**config.mk**
```make
export PLATFORM = sky130hd
export DESIGN_NAME = ex_stage
export DESIGN_NICKNAME = d
export VERILOG_FILES = /design/src/rtl/ex_pkg.sv /design/src/rtl/mul_shift_add.sv /design/src/rtl/ex_stage.sv
export SDC_FILE = /design/constraint.sdc
export NUM_CORES = 1
export LEC_CHECK = 0
export CAP_MARGIN = 40
export CORE_ASPECT_RATIO = 2
export CORE_MARGIN = 5
export CORE_UTILIZATION = 54
export DETAILED_ROUTE_END_ITERATION = 6
export PLACE_DENSITY_LB_ADDON = 0.1
export SYNTH_ARGS = -nofsm -noshare
export SYNTH_HDL_FRONTEND = slang
export SYNTH_SLANG_ARGS = --single-unit
```
**constraint.sdc**
```tcl
create_clock -name clock -period 3 [get_ports clock]
set_clock_uncertainty 0.15 [all_clocks]
set_input_delay 0.6 -clock clock [delete_from_list [all_inputs] [get_ports clock]]
set_output_delay 0.6 -clock clock [all_outputs]
set_load 0.02 [all_outputs]
```
**src/rtl/ex_pkg.sv**
```systemverilog
// ex_pkg: shared constants for the execute stage of the 16-bit, 4-register datapath.
//   - DEF_DATA_W : default datapath width
//   - REG_ZERO   : index of the hardwired-zero register
//   - OP_*       : ALU opcodes
//   - ST_*       : execute-stage state encodings
package ex_pkg;

  localparam int unsigned DEF_DATA_W = 16;
  localparam logic [1:0]  REG_ZERO   = 2'd0;

  typedef logic [2:0] op_t;

  localparam op_t OP_AND = 3'b000;
  localparam op_t OP_OR  = 3'b001;
  localparam op_t OP_ADD = 3'b010;
  localparam op_t OP_MUL = 3'b011;
  localparam op_t OP_NOR = 3'b100;
  localparam op_t OP_RSV = 3'b101;
  localparam op_t OP_SUB = 3'b110;
  localparam op_t OP_SLT = 3'b111;

  localparam logic [0:0] ST_IDLE = 1'b0;
  localparam logic [0:0] ST_MUL  = 1'b1;

endpackage

```
**src/rtl/mul_shift_add.sv**
```systemverilog
// mul_shift_add: iterative shift-add multiplier, one multiplier bit per cycle.
// Ports:
//   i_clk, i_rst_n : clock, async active-low reset
//   i_start        : latch i_a (multiplicand) and i_b (multiplier), clear acc/counter
//   i_hold         : on the final iteration, freeze instead of completing
//   o_done         : final iteration is in progress this cycle
//   o_product      : low DATA_W bits of the product, valid while o_done
module mul_shift_add import ex_pkg::*; #(
  parameter int unsigned DATA_W     = DEF_DATA_W,
  parameter int unsigned MUL_CYCLES = DEF_DATA_W
) (
  input  logic              i_clk,
  input  logic              i_rst_n,
  input  logic              i_start,
  input  logic              i_hold,
  input  logic [DATA_W-1:0] i_a,
  input  logic [DATA_W-1:0] i_b,
  output logic              o_done,
  output logic [DATA_W-1:0] o_product
);

  localparam int unsigned CNT_W = (MUL_CYCLES > 1) ? $clog2(MUL_CYCLES) : 1;

  logic              r_busy;
  logic [DATA_W-1:0] r_mcand;
  logic [DATA_W-1:0] r_mplier;
  logic [DATA_W-1:0] r_acc;
  logic [CNT_W-1:0]  r_cnt;

  logic [DATA_W-1:0] w_acc_next;
  logic              w_step;

  assign w_acc_next = r_acc + (r_mplier[0] ? r_mcand : '0);
  assign o_done     = r_busy && (r_cnt == CNT_W'(MUL_CYCLES - 1));
  // The final partial product is folded in combinationally so the result is
  // available on the same edge that retires the last iteration.
  assign o_product  = w_acc_next;
  assign w_step     = r_busy && !(o_done && i_hold);

  always_ff @(posedge i_clk or negedge i_rst_n) begin
    if (!i_rst_n) begin
      r_busy   <= 1'b0;
      r_mcand  <= '0;
      r_mplier <= '0;
      r_acc    <= '0;
      r_cnt    <= '0;
    end else if (i_start) begin
      r_busy   <= 1'b1;
      r_mcand  <= i_a;
      r_mplier <= i_b;
      r_acc    <= '0;
      r_cnt    <= '0;
    end else if (w_step) begin
      r_acc    <= w_acc_next;
      r_mcand  <= r_mcand << 1;
      r_mplier <= r_mplier >> 1;
      if (o_done) begin
        r_busy <= 1'b0;
        r_cnt  <= '0;
      end else begin
        r_cnt  <= r_cnt + CNT_W'(1);
      end
    end
  end

endmodule

```
**src/rtl/ex_stage.sv**
```systemverilog
// ex_stage: execute stage. Performs the ALU op on (a, b) and registers the
// write-back triple (wd, wr, regwrite) behind a valid/ready handshake.
// Ports:
//   clock, reset_n        : clock, async active-low reset
//   in_valid/in_ready     : input handshake for op, a, b, dst, wen
//   out_valid/out_ready   : output handshake for wd, wr, regwrite
//   zero                  : wd == 0, from the output register
// Build option: define EX_STAGE_MUL_EN to enable the 16-cycle shift-add MUL.
// Without it, opcode 011 returns 0 in one cycle like the reserved opcode.
module ex_stage import ex_pkg::*; #(
  parameter int unsigned DATA_W     = DEF_DATA_W,
  parameter int unsigned MUL_CYCLES = DEF_DATA_W
) (
  input  logic              clock,
  input  logic              reset_n,
  input  logic              in_valid,
  output logic              in_ready,
  input  logic [2:0]        op,
  input  logic [DATA_W-1:0] a,
  input  logic [DATA_W-1:0] b,
  input  logic [1:0]        dst,
  input  logic              wen,
  output logic              out_valid,
  input  logic              out_ready,
  output logic [DATA_W-1:0] wd,
  output logic [1:0]        wr,
  output logic              regwrite,
  output logic              zero
);

  if (MUL_CYCLES != DATA_W) begin : g_param_check
    $error("ex_stage: MUL_CYCLES must equal DATA_W");
  end

  logic [0:0]        r_state;
  logic [0:0]        w_state_d;
  logic              r_out_valid;
  logic [DATA_W-1:0] r_wd;
  logic [1:0]        r_wr;
  logic              r_regwrite;

  logic              w_free;
  logic              w_accept;
  logic              w_is_mul;
  logic              w_mul_load;
  logic [DATA_W-1:0] w_mul_product;
  logic [1:0]        w_mul_dst;
  logic              w_mul_wen;
  logic [DATA_W-1:0] w_alu_res;
  logic              w_load;
  logic [DATA_W-1:0] w_ld_wd;
  logic [1:0]        w_ld_wr;
  logic              w_ld_wen;

  assign w_free   = !r_out_valid || out_ready;
  assign in_ready = (r_state == ST_IDLE) && w_free;
  assign w_accept = in_valid && in_ready;

  always_comb begin
    w_alu_res = '0;
    case (op)
      OP_AND:  w_alu_res = a & b;
      OP_OR:   w_alu_res = a | b;
      OP_ADD:  w_alu_res = a + b;
      OP_NOR:  w_alu_res = ~(a | b);
      OP_SUB:  w_alu_res = a + ~b + {{(DATA_W-1){1'b0}}, 1'b1};
      OP_SLT:  w_alu_res = {{(DATA_W-1){1'b0}}, ($signed(a) < $signed(b))};
      default: w_alu_res = '0;  // reserved, and MUL when not built in
    endcase
  end

`ifdef EX_STAGE_MUL_EN
  logic       w_mul_done;
  logic [1:0] r_mul_dst;
  logic       r_mul_wen;

  assign w_is_mul = (op == OP_MUL);

  mul_shift_add #(
    .DATA_W     (DATA_W),
    .MUL_CYCLES (MUL_CYCLES)
  ) u_mul (
    .i_clk     (clock),
    .i_rst_n   (reset_n),
    .i_start   (w_accept && w_is_mul),
    .i_hold    (!w_free),
    .i_a       (a),
    .i_b       (b),
    .o_done    (w_mul_done),
    .o_product (w_mul_product)
  );

  assign w_mul_load = (r_state == ST_MUL) && w_mul_done && w_free;
  assign w_mul_dst  = r_mul_dst;
  assign w_mul_wen  = r_mul_wen;

  always_comb begin
    w_state_d = r_state;
    if (r_state == ST_IDLE) begin
      if (w_accept && w_is_mul) w_state_d = ST_MUL;
    end else if (w_mul_load) begin
      w_state_d = ST_IDLE;
    end
  end

  always_ff @(posedge clock or negedge reset_n) begin
    if (!reset_n) begin
      r_mul_dst <= '0;
      r_mul_wen <= 1'b0;
    end else if (w_accept && w_is_mul) begin
      r_mul_dst <= dst;
      r_mul_wen <= wen;
    end
  end
`else
  assign w_is_mul      = 1'b0;
  assign w_mul_load    = 1'b0;
  assign w_mul_product = '0;
  assign w_mul_dst     = '0;
  assign w_mul_wen     = 1'b0;
  assign w_state_d     = ST_IDLE;
`endif

  assign w_load   = (w_accept && !w_is_mul) || w_mul_load;
  assign w_ld_wd  = w_mul_load ? w_mul_product : w_alu_res;
  assign w_ld_wr  = w_mul_load ? w_mul_dst : dst;
  assign w_ld_wen = w_mul_load ? w_mul_wen : wen;

  always_ff @(posedge clock or negedge reset_n) begin
    if (!reset_n) begin
      r_state     <= ST_IDLE;
      r_out_valid <= 1'b0;
      r_wd        <= '0;
      r_wr        <= '0;
      r_regwrite  <= 1'b0;
    end else begin
      r_state <= w_state_d;
      if (w_load) begin
        r_out_valid <= 1'b1;
        r_wd        <= w_ld_wd;
        r_wr        <= w_ld_wr;
        // Register 0 is hardwired to zero, so writes to it are dropped here.
        r_regwrite  <= w_ld_wen && (w_ld_wr != REG_ZERO);
      end else if (out_ready) begin
        r_out_valid <= 1'b0;
      end
    end
  end

  assign out_valid = r_out_valid;
  assign wd        = r_wd;
  assign wr        = r_wr;
  assign regwrite  = r_regwrite;
  assign zero      = (r_wd == '0);

endmodule

```
-- Word-level counts from Yosys, hierarchy flattened
Cells that the tools add are included.
- register bits after elaboration: 20
- logic and storage cells: 28
- output and inout bits: 22
- muxes and demuxes: 3
- order comparisons: 1
- equal/unequal tests: 5
- add/subtract/negate cells: 3
- bitwise gates (word level): 4
- reduce and logical (&&, ||, !) cells: 8
- operators by type and width (operator ; count):
    16-bit case mux with 6 select lines ; 1
    16-bit adder ; 2
    16-bit inverter ; 2
    16-bit by 1-bit adder with 16-bit output (second input constant) ; 1
    16-bit bitwise AND ; 1
    16-bit zero test ; 1
    16-bit < comparator ; 1
    16-bit OR ; 1
    3-bit equality test (second input constant) ; 3
    2-bit nonzero test ; 2
    3-bit by 1-bit equality test with 1-bit output (second input constant) ; 1
    3-bit by 2-bit equality test with 1-bit output (second input constant) ; 1
    3-bit zero test ; 1
    1-bit logical AND ; 2
    1-bit 2-to-1 mux ; 2
    1-bit zero test ; 1
    1-bit logical OR ; 1

-- Logic depth before layout (Yosys ltp)
- depth in word-level cells: 4
- gate-level depth with buffers: 11
- mapped depth without buffers: 11

-- Worst setup path before layout
OpenSTA, ideal clock, no wires.
- kind: input-to-reg
- start: input a[0]
- end: register r_wd[14], in the netlist wd[14]
- arrival time: 2.634 ns
- stages on the path: 9
- setup slack: 0.098 ns
- setup time: 0.118 ns
- path buffers: 0
- cells stage by stage: ha_1 > fa_1 > a211oi_1 > nor4_1 > nor3_2 > a21oi_1 > a221o_1 > a221o_1 > a21o_1
- longest elaborated chain between the ends: 3
- elaborated cells between the ends (all ways): 4
- classes of those cells: add/sub: 3; mux: 1
- ends and longest elaborated chain (element ; RTL line ; source):
    from (decl) ; ex_stage.sv:19 ; input logic [DATA_W-1:0] a,
    16-bit adder ; ex_stage.sv:66 ; OP_SUB: w_alu_res = a + ~b + {{(DATA_W-1){1'b0}}, 1'b1};
    16-bit by 1-bit adder with 16-bit output ; ex_stage.sv:66 ;
    16-bit case mux with 6 select lines (*) ; ex_stage.sv:61 ; case (op)
    to (signal assigned) ; ex_stage.sv:140 ; r_wd <= w_ld_wd;
    to (decl) ; ex_stage.sv:38 ; logic [DATA_W-1:0] r_wd;
Mark *: on every way between the ends. The rest lies on a longest branch, timed or not.
A chain may end at the register's enable or synchronous reset.

-- Final worst setup path
- start: input b[3]
- end: register r_wd[7], in the netlist wd[7]
- longest elaborated chain between the ends: 4
- elaborated cells between the ends (all ways): 5
- classes of those cells: add/sub: 3; mux: 1; bitwise: 1
- ends and longest elaborated chain (element ; RTL line ; source):
    from (decl) ; ex_stage.sv:20 ; input logic [DATA_W-1:0] b,
    16-bit inverter ; ex_stage.sv:66 ;
    16-bit adder ; ex_stage.sv:66 ;
    16-bit by 1-bit adder with 16-bit output ; ex_stage.sv:66 ;
    16-bit case mux with 6 select lines (*) ; ex_stage.sv:61 ;
Marked as above.

==> summary by stage <==
Clocking
The total CTS buffers is 3. The number of sinks handled by clock tree synthesis is 20. The clock input transition at the sequential cells of the worst setup and hold paths is 60 ps. The number of H-tree branching levels is 1. The clock tree buffer depth is 2. The clock tree from TritonCTS is done. In this run the clock root is driven by a sky130_fd_sc_hd__clkbuf_16.

The later pin in the worst-skew pair is clocked with a latency of 250 ps.

Global routing
The wire length of the first global-routing pass is 19.9 mm. Entering global routing, the biggest net connects 22 pins. The initial antenna violation count is 0. The total congestion overflow is 0.

The number of global-route vias before repair was 4210. The total track usage is 0.327.

Route
Dividing the detail-routed wire length by the instance count gives 20.6 µm. The first-pass detailed-route iteration total is 5. The routed layout has 4132 vias. In the routed layout, each cell is associated on average with a via count of 6.46. The number of DRC violations after detailed routing is 0. For this block, the routed nets add up to 13.2 mm of wire. In this run the remaining antenna-violating nets after routing total 0. In this run, the number of DRC markers left after iteration 0 of detailed routing was 317.

Yosys
For this run, the register share of the synthesized area comes to 0.158. Among all flip-flop cells after synthesis, the most frequent one is sky130_fd_sc_hd__dfrtp_1. The cell area that synthesis handed to floorplanning was 0.00318 mm². The total nets after synthesis is 518. Yosys printed 0 warnings. The synthesized design contains 0 enable-type register cells. Counting every instance in the synthesized netlist gives 423. The async set-or-reset flop fraction in the synthesized netlist is 1.00. The average cell area after synthesis is 7.51 µm². The number of unique standard cell types used by synthesis is 57. Counting flops and latches in the post-synthesis netlist gives 20.

Layout
The total non-filler cell area in the finished layout is 0.00490 mm². Measured on the finished design, the core utilization comes to 0.858. The number of nets at the end of the flow is 675. The library cell used most frequently in the layout, excluding fill and tap cells, is sky130_fd_sc_hd__buf_4.

The total of fill cells in the finished design is 348. The diode insertion count for antenna repair is 0. In the final layout, the share of cells above drive strength 1 is 0.278. The register area is 500 µm². The area growth from synthesis to layout is 54.2%. The footprint of the multi-input gates is 0.00259 mm². In the layout the commonest cells are sky130_fd_sc_hd__buf_4 (111), sky130_fd_sc_hd__clkdlybuf4s50_1 (54), sky130_fd_sc_hd__inv_1 (40), sky130_fd_sc_hd__ha_1 (39), sky130_fd_sc_hd__nor2_1 (37).

The number of standard cells in the final layout excluding fillers is 640.

Placed design
Routability-driven placement finished with a final weighted congestion of 0.996. The count of port buffers added during placement is 63. The placed cell area is 0.00459 mm². The worst setup slack after placement is -610 ps. Summed over all nets, the half-perimeter wirelength after detailed placement is 10.1 mm.

The number of instances in the placed design is 631.

Setup path
At the worst endpoint, the required time is 2990 ps. The most numerous cell on the critical path is sky130_fd_sc_hd__buf_4. Among all stages on the critical path, the largest delay is contributed by sky130_fd_sc_hd__clkdlybuf4s50_1. The largest incremental delay on the critical path is 530 ps.

The number of buffers and inverters on the critical path is 6. The type of element capturing the critical path is a register. For the worst setup path, the data arrival time is 2960 ps. Walking the worst path, the cells encountered are clkdlybuf4s50_1, inv_2, ha_4, inv_1, buf_4, a2111o_1, buf_4, nand2_1, o221a_2, o21ai_0, buf_4, a22o_1. The launching element type of the critical path is a primary input. The highest net fanout along the worst path is 5.

The path type of the worst setup path is in2reg. The setup slack on the worst flop-to-flop path is 940 ps. The cell family with the largest share of critical-path delay is buffers and inverters.

Min path
The type of the tightest min-delay check is reg2reg.

Timing
The number of slew-limit violations in the final report is 0. Setup violations remaining at the end of the flow were counted as 0. In the finished design, the share of the clock period the worst path needs comes to 0.988. Setup repair after global routing could not meet its margin everywhere. In this run the tightest slew margin relative to its limit is 0.503.

On the final layout, the worst hold slack is 336 ps. The transition at the pin with the smallest max-transition slack is 745 ps. The total count of hold-check failures in the final report is 0. Adding up every negative setup slack in the final design gives 0 ps. The setup slack of the critical path after layout is 36.0 ps.

The smallest clock period supported by the final layout is computed as 2960 ps. The timing-limited maximum frequency is 0.337 GHz.

Floorplanning
After floorplanning, the core was divided into 39 placement rows. The total I/O pin count is 64. The die covers 0.00761 mm². The effective utilization at floorplan is 0.556. Measured along the x axis, the die boundary spans 64.2 µm. The floorplan step set the die height to 118 µm.

In this run the standard cell core region covers 0.00571 mm².

Pwr
The total power is 1.62 mW. The ratio of total power to cell area is 331 mW/mm². Summed over all cells, the static leakage comes to 2.37 nW. Across the VDD grid, the largest voltage drop is 0.410 mV.

Job
The tool flagged a number of max-cap violations equal to 0.

Run status
The run finished with clean final reports.
path summary, 6_finish.rpt:
path / from / end / cells after the start
max in group asynchronous: reset_n / wd[13] / 2
setup / recovery: b[3] / wd[7] / 12
min in group asynchronous: reset_n / wr[0] / 2
setup reg to reg: out_valid / wd[0] / 6
hold reg to reg: wr[1] / wr[1] / 2
hold / removal: wr[1] / wr[1] / 2
area by class of cell:
| class | count | share of cell area |
|---|---|---|
| clock buffer | 4 | 0.0181 |
| inverter | 48 | 0.0373 |
| multi-input combinational | 333 | 0.529 |
| sequential | 20 | 0.102 |
| tap | 61 | 0.0156 |
| timing repair buffer | 174 | 0.297 |
worst min-delay path, cell delays in order, from the launching register on:
cell and delay [ps]:
sky130_fd_sc_hd__dfrtp_1 340, sky130_fd_sc_hd__nand2_1 50, sky130_fd_sc_hd__nand2_1 60
metal layers:
layer	share of wire	track usage	up-vias	routed length [µm]
li1	-	-	1839	-
met1	0.31	0.306	1928	4090
met2	0.54	0.606	266	7120
met3	0.058	0.0342	99	761
met4	0.093	0.260	0	1230
met5	0	0	-	0
cells by family (layout without fill, tap and decap cells):
logic type / count (synthesis) / in the layout / share of synthesized area
compound gates: 140 / 140 / 0.308
xor+xnor: 10 / 10 / 0.0276
fa+ha+maj: 53 / 53 / 0.214
buf+inv: 70 / 226 / 0.0859
flops: 20 / 20 / 0.158
mux: 5 / 5 / 0.0197
simple gates: 125 / 125 / 0.188
Yosys cell counts, drive strengths merged (5+ instances only):
cell / count / area share
nand3: 6 / 0.0095
o21ai: 26 / 0.041
nor2b: 6 / 0.014
nand2b: 9 / 0.018
o21a: 5 / 0.012
clkbuf: 19 / 0.022
a211oi: 5 / 0.012
a21oi: 34 / 0.054
o221ai: 15 / 0.041
a221o: 5 / 0.016
and3: 6 / 0.012
xor2: 5 / 0.014
xnor2: 5 / 0.014
a221oi: 6 / 0.017
inv: 48 / 0.057
o22ai: 6 / 0.012
ha: 51 / 0.20
a22o: 7 / 0.019
dfrtp: 20 / 0.16
nor4: 5 / 0.0099
nor3: 9 / 0.016
nand2: 36 / 0.043
nor2: 38 / 0.045
what timing repair did:
action | in CTS | in global routing
pin swaps | 10 | 16
gates resized for setup | 23 | 37
setup buffers | 3 | 2
setup endpoints to repair | 12 | 10
hold buffers | 0 | 0
hold endpoints to repair | 0 | 0
power breakdown:
| group | switching [mW] | leakage, nW | total (mW) | internal [mW] |
|---|---|---|---|---|
| registers | 0.0458 | 0.247 | 0.360 | 0.314 |
| logic | 0.482 | 2.08 | 0.953 | 0.471 |
| clock network | 0.105 | 0.0442 | 0.309 | 0.204 |
| total | 0.633 | 2.37 | 1.62 | 0.989 |
state kept, by name, indices dropped and copies added (netlist names):
signal / count
wr: 2
wd: 16
out_valid: 1
regwrite: 1
Note: power is estimated with default switching activity, not from simulation.
